## config.mk

```make
export PLATFORM = sky130hd
export DESIGN_NAME = pwm_decode
export DESIGN_NICKNAME = d
export VERILOG_FILES = /design/src/rtl/pwm_pkg.sv /design/src/rtl/sync2.sv /design/src/rtl/pwm_decode.sv
export SDC_FILE = /design/constraint.sdc
export NUM_CORES = 1
export LEC_CHECK = 0
export ABC_AREA = 1
export CORE_AREA = 2 2 78 80
export CTS_CLUSTER_SIZE = 30
export DETAILED_ROUTE_END_ITERATION = 6
export DIE_AREA = 0 0 80 82
export PLACE_DENSITY_LB_ADDON = 0.1
export SLEW_MARGIN = 15
export SYNTH_ARGS = -nofsm -noshare
export SYNTH_HDL_FRONTEND = slang
export SYNTH_SLANG_ARGS = --single-unit
export TNS_END_PERCENT = 10
```

## constraint.sdc

```tcl
create_clock -name clk -period 2.6 [get_ports clk]
set_clock_uncertainty 0.05 [all_clocks]
set_input_delay 0.52 -clock clk [delete_from_list [all_inputs] [get_ports clk]]
set_output_delay 0.52 -clock clk [all_outputs]
set_load 0.02 [all_outputs]
```

## src/rtl/pwm_pkg.sv

```systemverilog
// pwm_pkg: shared types and constants for the PWM feedback decoder.
//   state_t  : decoder FSM states
//   DUTY_W   : width of the duty word (generator encoding)
//   FRAME    : generator frame length in clk cycles
//   duty_sat : converts a high-time count into the generator's duty encoding
package pwm_pkg;

  typedef enum logic [1:0] {SYNC, HIGH, LOW, STUCK} state_t;

  localparam int          DUTY_W = 11;
  localparam int unsigned FRAME  = 2048;

  // The generator drives the line high for duty+1 cycles, so duty = hi-1,
  // clamped to the largest encodable word.
  function automatic logic [DUTY_W-1:0] duty_sat(input int unsigned hi);
    if (hi == 0)
      return '0;
    if (hi - 1 > FRAME - 1)
      return DUTY_W'(FRAME - 1);
    return DUTY_W'(hi - 1);
  endfunction

endpackage

```

## src/rtl/sync2.sv

```systemverilog
// sync2: two-flop synchronizer for a single asynchronous input.
//   clk : destination clock
//   rst : synchronous active-high reset, clears both flops
//   d_i : asynchronous input
//   q_o : synchronized output, two clk cycles behind d_i
module sync2 (
  input  logic clk,
  input  logic rst,
  input  logic d_i,
  output logic q_o
);

  logic s1_q, s2_q;

  always_ff @(posedge clk) begin
    if (rst) begin
      s1_q <= 1'b0;
      s2_q <= 1'b0;
    end else begin
      s1_q <= d_i;
      s2_q <= s1_q;
    end
  end

  assign q_o = s2_q;

endmodule

```

## src/rtl/pwm_decode.sv

```systemverilog
// pwm_decode: measures high time and rise-to-rise period of an asynchronous
// PWM line and reports them in the motor PWM generator's duty encoding.
//   clk      : system clock
//   rst      : synchronous active-high reset
//   PWM_in   : PWM waveform, asynchronous to clk
//   duty     : high_cycles-1, saturated to 2047 (2047 on stuck-high, 0 on stuck-low)
//   period   : cycles between the last two rising edges (TIMEOUT when stuck)
//   valid    : one-cycle pulse whenever duty/period/stuck flags update
//   stuck_hi : line held high for at least TIMEOUT cycles
//   stuck_lo : line held low until TIMEOUT cycles elapsed since the last rise
module pwm_decode
  import pwm_pkg::*;
#(
  parameter int CNT_W   = 12,
  parameter int TIMEOUT = 4095
) (
  input  logic              clk,
  input  logic              rst,
  input  logic              PWM_in,
  output logic [DUTY_W-1:0] duty,
  output logic [CNT_W-1:0]  period,
  output logic              valid,
  output logic              stuck_hi,
  output logic              stuck_lo
);

  localparam logic [CNT_W-1:0] CNT_MAX = '1;
  localparam logic [CNT_W-1:0] TO      = CNT_W'(TIMEOUT);
  localparam logic [CNT_W-1:0] TO_M1   = CNT_W'(TIMEOUT - 1);

  logic             s2, s3_q;
  logic             rise, fall;
  logic [1:0]       arm_q;
  state_t           state_q;
  logic [CNT_W-1:0] hi_q, per_q, hi_inc, per_inc;

  sync2 u_sync (
    .clk (clk),
    .rst (rst),
    .d_i (PWM_in),
    .q_o (s2)
  );

  assign rise    = s2 & ~s3_q;
  assign fall    = ~s2 & s3_q;
  assign hi_inc  = (hi_q  == CNT_MAX) ? hi_q  : hi_q  + 1'b1;
  assign per_inc = (per_q == CNT_MAX) ? per_q : per_q + 1'b1;

  // The synchronizer and delay flops come out of reset at 0, so a line that
  // is already high would look like a rise. arm_q waits until s3 holds a
  // real sample before SYNC accepts its first edge, so a frame cut by reset
  // is never measured.
  always_ff @(posedge clk) begin
    if (rst) begin
      s3_q     <= 1'b0;
      arm_q    <= 2'd0;
      state_q  <= SYNC;
      hi_q     <= '0;
      per_q    <= '0;
      duty     <= '0;
      period   <= '0;
      valid    <= 1'b0;
      stuck_hi <= 1'b0;
      stuck_lo <= 1'b0;
    end else begin
      s3_q  <= s2;
      valid <= 1'b0;
      if (arm_q != 2'd3)
        arm_q <= arm_q + 2'd1;

      unique case (state_q)
        SYNC: begin
          if (rise && arm_q == 2'd3) begin
            hi_q    <= CNT_W'(1);
            per_q   <= CNT_W'(1);
            state_q <= HIGH;
          end
        end

        HIGH: begin
          per_q <= per_inc;
          if (fall) begin
            state_q <= LOW;
          end else begin
            hi_q <= hi_inc;
            // per_q counts from the rise, so this fires on the cycle the
            // line has been high for exactly TIMEOUT cycles.
            if (per_q == TO_M1) begin
              duty     <= DUTY_W'(FRAME - 1);
              period   <= TO;
              stuck_hi <= 1'b1;
              stuck_lo <= 1'b0;
              valid    <= 1'b1;
              state_q  <= STUCK;
            end
          end
        end

        LOW: begin
          if (rise) begin
            duty     <= duty_sat(32'(hi_q));
            period   <= per_q;
            stuck_hi <= 1'b0;
            stuck_lo <= 1'b0;
            valid    <= 1'b1;
            hi_q     <= CNT_W'(1);
            per_q    <= CNT_W'(1);
            state_q  <= HIGH;
          end else begin
            per_q <= per_inc;
            // Compare against TIMEOUT-1 so this fires only when the count
            // crosses the limit; after a stuck-high the count is already
            // saturated and the next rise simply publishes that frame.
            if (per_q == TO_M1) begin
              duty     <= '0;
              period   <= TO;
              stuck_hi <= 1'b0;
              stuck_lo <= 1'b1;
              valid    <= 1'b1;
              state_q  <= STUCK;
            end
          end
        end

        STUCK: begin
          if (rise) begin
            hi_q    <= CNT_W'(1);
            per_q   <= CNT_W'(1);
            state_q <= HIGH;
          end else begin
            per_q <= per_inc;
            if (s2)
              hi_q <= hi_inc;
            if (fall && stuck_hi)
              state_q <= LOW;
          end
        end

        default: state_q <= SYNC;
      endcase
    end
  end

endmodule

```

# Word-level counts from Yosys, hierarchy flattened
# Cells that the tools add are included.
[totals] regBits=57 latch_bits=0 mem_bits_rw=0 romBits=0 output_inout_bits=26 elab_cells=97 mem_count=0
[classes] n_addsub=4 n_mul=0 n_div=0 magnitude_cmp=1 eq_ne=15 n_shift=0 mux=51 n_bitwise=4 n_reduce_logical=10
[ops] op="12-bit two-way mux" count=11
[ops] op="11-bit two-way mux" count=8
[ops] op="12-bit one-hot mux with 4 select lines" count=1
[ops] op="12-bit equality test, second input constant" count=3
[ops] op="12-bit one-hot mux with 3 select lines" count=1
[ops] op="32-bit by 11-bit greater-than comparator with 1-bit output, second input constant" count=1
[ops] op="12-bit by 1-bit adder with 12-bit output, second input constant" count=2
[ops] op="12-bit one-hot mux with 2 select lines" count=1
[ops] op="11-bit one-hot mux with 2 select lines" count=1
[ops] op="1-bit two-way mux" count=18
[ops] op="12-bit by 1-bit subtractor with 13-bit output, second input constant" count=1
[ops] op="12-bit logical NOT" count=1
[ops] op="2-bit two-way mux" count=6
[ops] op="2-bit inequality test, second input constant" count=5
[ops] op="2-bit one-hot mux with 4 select lines" count=1
[ops] op="4-bit AND reduction" count=2
[ops] op="2-bit equality test, second input constant" count=3
[ops] op="3-bit inequality test, second input constant" count=2
[ops] op="1-bit one-hot mux with 2 select lines" count=3
[ops] op="2-bit AND reduction" count=2
[ops] op="3-bit by 2-bit inequality test with 1-bit output, second input constant" count=1
[ops] op="2-bit by 1-bit adder with 2-bit output, second input constant" count=1
[ops] op="1-bit AND" count=2
[ops] op="2-bit by 1-bit equality test with 1-bit output, second input constant" count=1
[ops] op="5 further kinds" count=7

# Depth between registers and ports, before layout
[logic_depth] ltp_word=13 mapped_depth=11 depth_no_buf=11

# Modules after synthesis
# Synthesis repeated with hierarchy kept, for this count alone.
[unflattened] cells_unflattened=506 hier_area_um2=3383.2
[modules_own_cells] module="pwm_decode" n_inst=1 cells_per_inst=500 area_each_um2=3328.2
[modules_own_cells] module="sync2" n_inst=1 cells_per_inst=6 area_each_um2=55.1

# Worst setup path after synthesis
# Ideal clock, no wire load.
[synth_path] kind="register to register" start="register state_q[0]" end="register hi_q[4]" setup_time_ns=0.113 arrival_time_ns=1.466 required_time_ns=2.437 path_slack_ns=0.970 path_stages_with_launch=11 n_path_buf=0 synth_period_minus_slack_ns=1.630 cell_sequence="dfxtp_1 inv_1 ha_1 inv_1 nor2_2 nor2_2 nand3_4 nor2_4 nand2_1 o21ai_1 nor2_1"
[synth_between] elab_chain_len=3 elab_cells_between_ends=10
[synth_rtl] element="from (decl)" line="pwm_decode.sv:34" rtl="state_t state_q;"
[synth_rtl] element="from (signal assigned)" line="pwm_decode.sv:57" rtl="state_q <= SYNC;"
[synth_rtl] element="from (signal assigned)" line="pwm_decode.sv:76" rtl="state_q <= HIGH;"
[synth_rtl] element="from (signal assigned)" line="pwm_decode.sv:83" rtl="state_q <= LOW;"
[synth_rtl] element="2-bit equality test, or another cell as far along" line="pwm_decode.sv:71" rtl="unique case (state_q)"
[synth_rtl] element="3-bit by 2-bit inequality test with 1-bit output (no source line) / 2-bit inequality test (equally long branches)"
[synth_rtl] element="4-bit AND reduction (no source line)"
[synth_rtl] element="to (signal assigned)" line="pwm_decode.sv:85" rtl="hi_q <= hi_inc;"
[synth_rtl] element="to (signal assigned)" line="pwm_decode.sv:133" rtl="hi_q <= hi_inc;"
[synth_rtl] element="to (decl)" line="pwm_decode.sv:35" rtl="logic [CNT_W-1:0] hi_q, per_q, hi_inc, per_inc;"
# Several ways; a longest one is shown, not always the timed one.
# A chain may end at the register's enable or synchronous reset.

# Final worst setup path
[layout_path] start="register state_q[1]" end="register duty[1]"
[layout_between] elab_chain_len=3 elab_cells_between_ends=8
[layout_rtl] element="2-bit equality test / 2-bit by 1-bit equality test with 1-bit output (equally long branches)" line="pwm_decode.sv:71"
[layout_rtl] element="3-bit inequality test (no source line), or another cell as far along"
[layout_rtl] element="4-bit AND reduction (no source line)"
[layout_rtl] element="to (signal assigned)" line="pwm_decode.sv:89" rtl="duty <= DUTY_W'(FRAME - 1);"
[layout_rtl] element="to (signal assigned)" line="pwm_decode.sv:101" rtl="duty <= duty_sat(32'(hi_q));"
[layout_rtl] element="to (decl)" line="pwm_decode.sv:20" rtl="output logic [DUTY_W-1:0] duty,"
# Several ways; a longest one is shown, not always the timed one.

==> impl_metrics.toml <==
[placed_design]
gp_congestion = 0.897
hpwl_um = 5650
dp_worst_setup_slack_ns = 0.516
port_buffers = 28

[clocking]
ctsLongestPathBuffers = 2
clk_root_buffer_cell = "sky130_fd_sc_hd__clkbuf_8"
cts_post_setup_buffers_inserted = 0
cts_made_buffers = 9
cts_resized = 0
htree_num_levels = 3
tritoncts = "yes"
clock_slew_at_reported_path_ffs_ns = 0.07
clkLatencyLatePin_ns = 0.34
tritoncts_num_sinks = 57
total_of_hold_buffers_inserted_after_clock_tree_synthesis = 0

[critical_path]
crit_path_end = "duty[1]"
worst-path-max-fanout = 11
worst_setup_path_start_kind = "register"
critPathMostFrequentCell = "sky130_fd_sc_hd__inv_1"
timing.rr.start = "state_q[1]"
worst_setup_path_startpoint = "state_q[1]"
path_class = "reg2reg"
critPathCaptureType = "register"
critPathMaxStageDelay_ns = 0.41
cp.arrival_ns = 2.25
required_worst_endpoint_ns = 2.77
path_cells = "inv_1 -> ha_1 -> inv_1 -> nor2_1 -> nand3_1 -> nand2_2 -> nand3_1 -> inv_1 -> a21oi_1"
r2r-end = "duty[1]"
r2r_depth = 9
worst_path_max_delay_cell = "sky130_fd_sc_hd__inv_1"
ff2ff_setup_slack_ns = 0.52

[final_layout]
final_layout_size_suffix_gt1_frac = 0.0985
n_antenna_cell = 0
final_nets = 546
filler_cell_count = 535
layout.cells.most_common_list = "sky130_fd_sc_hd__nand2_1, sky130_fd_sc_hd__nor2_1, sky130_fd_sc_hd__inv_1"
final_common_cell = "sky130_fd_sc_hd__nand2_1"
areaGrowthSynthToFinish_pct = 13.8

[min_path]
min_path_type = "reg2reg"
hold_path.startpoint = "u_sync.s1_q"
whs_path_depth = 2

[detailed_routing]
routed_via_density = 5.20
drt_wl_total_um = 7690
wl_per_cell_um = 12.5
detail-route-antenna-nets = 0
first_pass_iters = 5
routed-via-count = 3187
route.detailed.drc = 0
drt_iter0_markers = 151

[logic_synthesis]
synth.net_count = 518
ys_seq_elements = 57
ys_seq_area_frac = 0.339
netlist_area_um2 = 3360
synthesis.yosys.warnings = 0
synthesis.instances = 505
syn_area_per_cell_um2 = 6.66
synth.lib_cells_used.distinct = 35

[sta]
worst-slew-pin-transition_ns = 0.582
slew-limit-headroom = 0.612
hold_violation_total_from_the_final_report = 0
unrepaired_setup_endpoints_after_global_routing = "no"
max_clk_rate_ghz = 0.480
total_neg_setup_slack_ns = 0
slew_viol_final = 0
timing.final.crit_share = 0.801
report.final.setup_viol = 0
worst_slack_ns = 0.518
timing.final.crit_period_ns = 2.08

[global_route]
antenna_found_initial = 0
grt_first_pass_wirelength_um = 12800
first_global_vias = 2933
gr-total-overflow = 0
global_router_s_overall_resource_usage = 0.248
maximum_number_of_pins_on_one_net_before_global_route_repair = 22

[power]
power.switching_fraction = 0.330
cellInternalPower_uw = 1410
combinational_share_of_power = 0.203
seq_power_share = 0.445
vdd_drop_max_mv = 0.386
power_leakage_uw = 0.00157
power-per-cell-area_nw_per_um2 = 549
netSwitchingPower_uw = 694
power.clock.fraction = 0.352

[floorplanning]
start_util = 0.585
ioPinCount = 29
floorplan.rows = 28
floorplan_core_area_um2 = 5750
design.die.area_um2 = 6560
die_w_um = 80
die_span_in_y_um = 82

[flow_run]
cap_viol_max_count = 0

[outcome]
outcome = "complete, no violations"
-- worst min-delay path by stage --
stage | endpoint | slack, ns
finish | u_sync.q_o | 0.36
global route | u_sync.q_o | 0.38
CTS | u_sync.q_o | 0.36
detailed placement | u_sync.q_o | 0.35
global placement | u_sync.q_o | 0.35
floorplan | u_sync.q_o | 0.34
-- kinds of logic after synthesis --
logic type      count (synthesis)  synth area share
simple gates                  270             0.359
buf+inv                        77             0.100
flops                          57             0.339
fa+ha+maj                      10            0.0372
compound gates                 79             0.133
xor+xnor                       12            0.0313
-- stage by stage --
step	area, µm²	std cells	total power, µW	hold slack [ns]	utilization
after floorplan	3360	505	1290	0.338	-
after global placement	3650	597	1370	0.347	0.636
after detailed placement	3650	597	1380	0.349	0.636
after CTS	3830	613	2110	0.358	0.666
after global routing	3830	613	2230	0.375	0.666
final	3830	613	2100	0.358	0.666
-- metal layers --
metal | vias up | track usage | share of wire
met4 | 0 | 0.108 | 0.020
met2 | 66 | 0.438 | 0.50
met1 | 1434 | 0.288 | 0.45
li1 | 1668 | - | -
met3 | 19 | 0.0571 | 0.033
met5 | - | 0 | 0
-- Yosys cell counts, drive strengths merged --
master / n / area, µm²
nor2: 84 / 388
clkinv: 1 / 3.75
a211oi: 1 / 7.51
buf: 8 / 67.6
nand2: 136 / 528
clkbuf: 5 / 28.8
xnor2: 2 / 17.5
nor3: 6 / 30.0
o21bai: 3 / 22.5
o21ai: 35 / 179
nand3: 32 / 183
o22ai: 1 / 6.26
xor2: 10 / 87.6
ha: 10 / 125
inv: 63 / 236
a22oi: 1 / 7.51
a21oi: 36 / 210
nand3b: 2 / 15.0
or2: 1 / 6.26
dfxtp: 57 / 1140
o31ai: 1 / 7.51
o211ai: 1 / 7.51
nand4: 9 / 56.3
-- layout make-up --
class | count | area, µm² | area share
clock buffer | 11 | 141 | 0.0369
clock inverter | 5 | 31.3 | 0.00817
inverter | 64 | 240 | 0.0628
multi-input combinational | 371 | 1880 | 0.492
sequential | 57 | 1140 | 0.298
tap | 75 | 93.8 | 0.0245
timing repair buffer | 30 | 295 | 0.0771
-- power by group through the flow --
stage	Clock (µW)	Combinational [µW]	Sequential, µW
after floorplan	0	344	946
after global placement	0	415	953
after detailed placement	0	421	954
after CTS	751	425	934
after global routing	787	499	938
final	740	427	935
-- registers in the layout, indices dropped and copies added, names as in the netlist --
register / flops
duty: 11
state_q: 2
u_sync.s1_q: 1
per_q: 12
u_sync.q_o: 1
period: 12
valid: 1
stuck_lo: 1
stuck_hi: 1
s3_q: 1
arm_q: 2
hi_q: 12
-- worst max-delay path: cells and delay by family, from the launching register on --
kind | cells | cell delay, ns
flops | 1 | 0.34
simple gates | 4 | 0.53
buf+inv | 3 | 0.63
fa+ha+maj | 1 | 0.27
compound gates | 1 | 0.14
(Power assumes the default switching activity.)
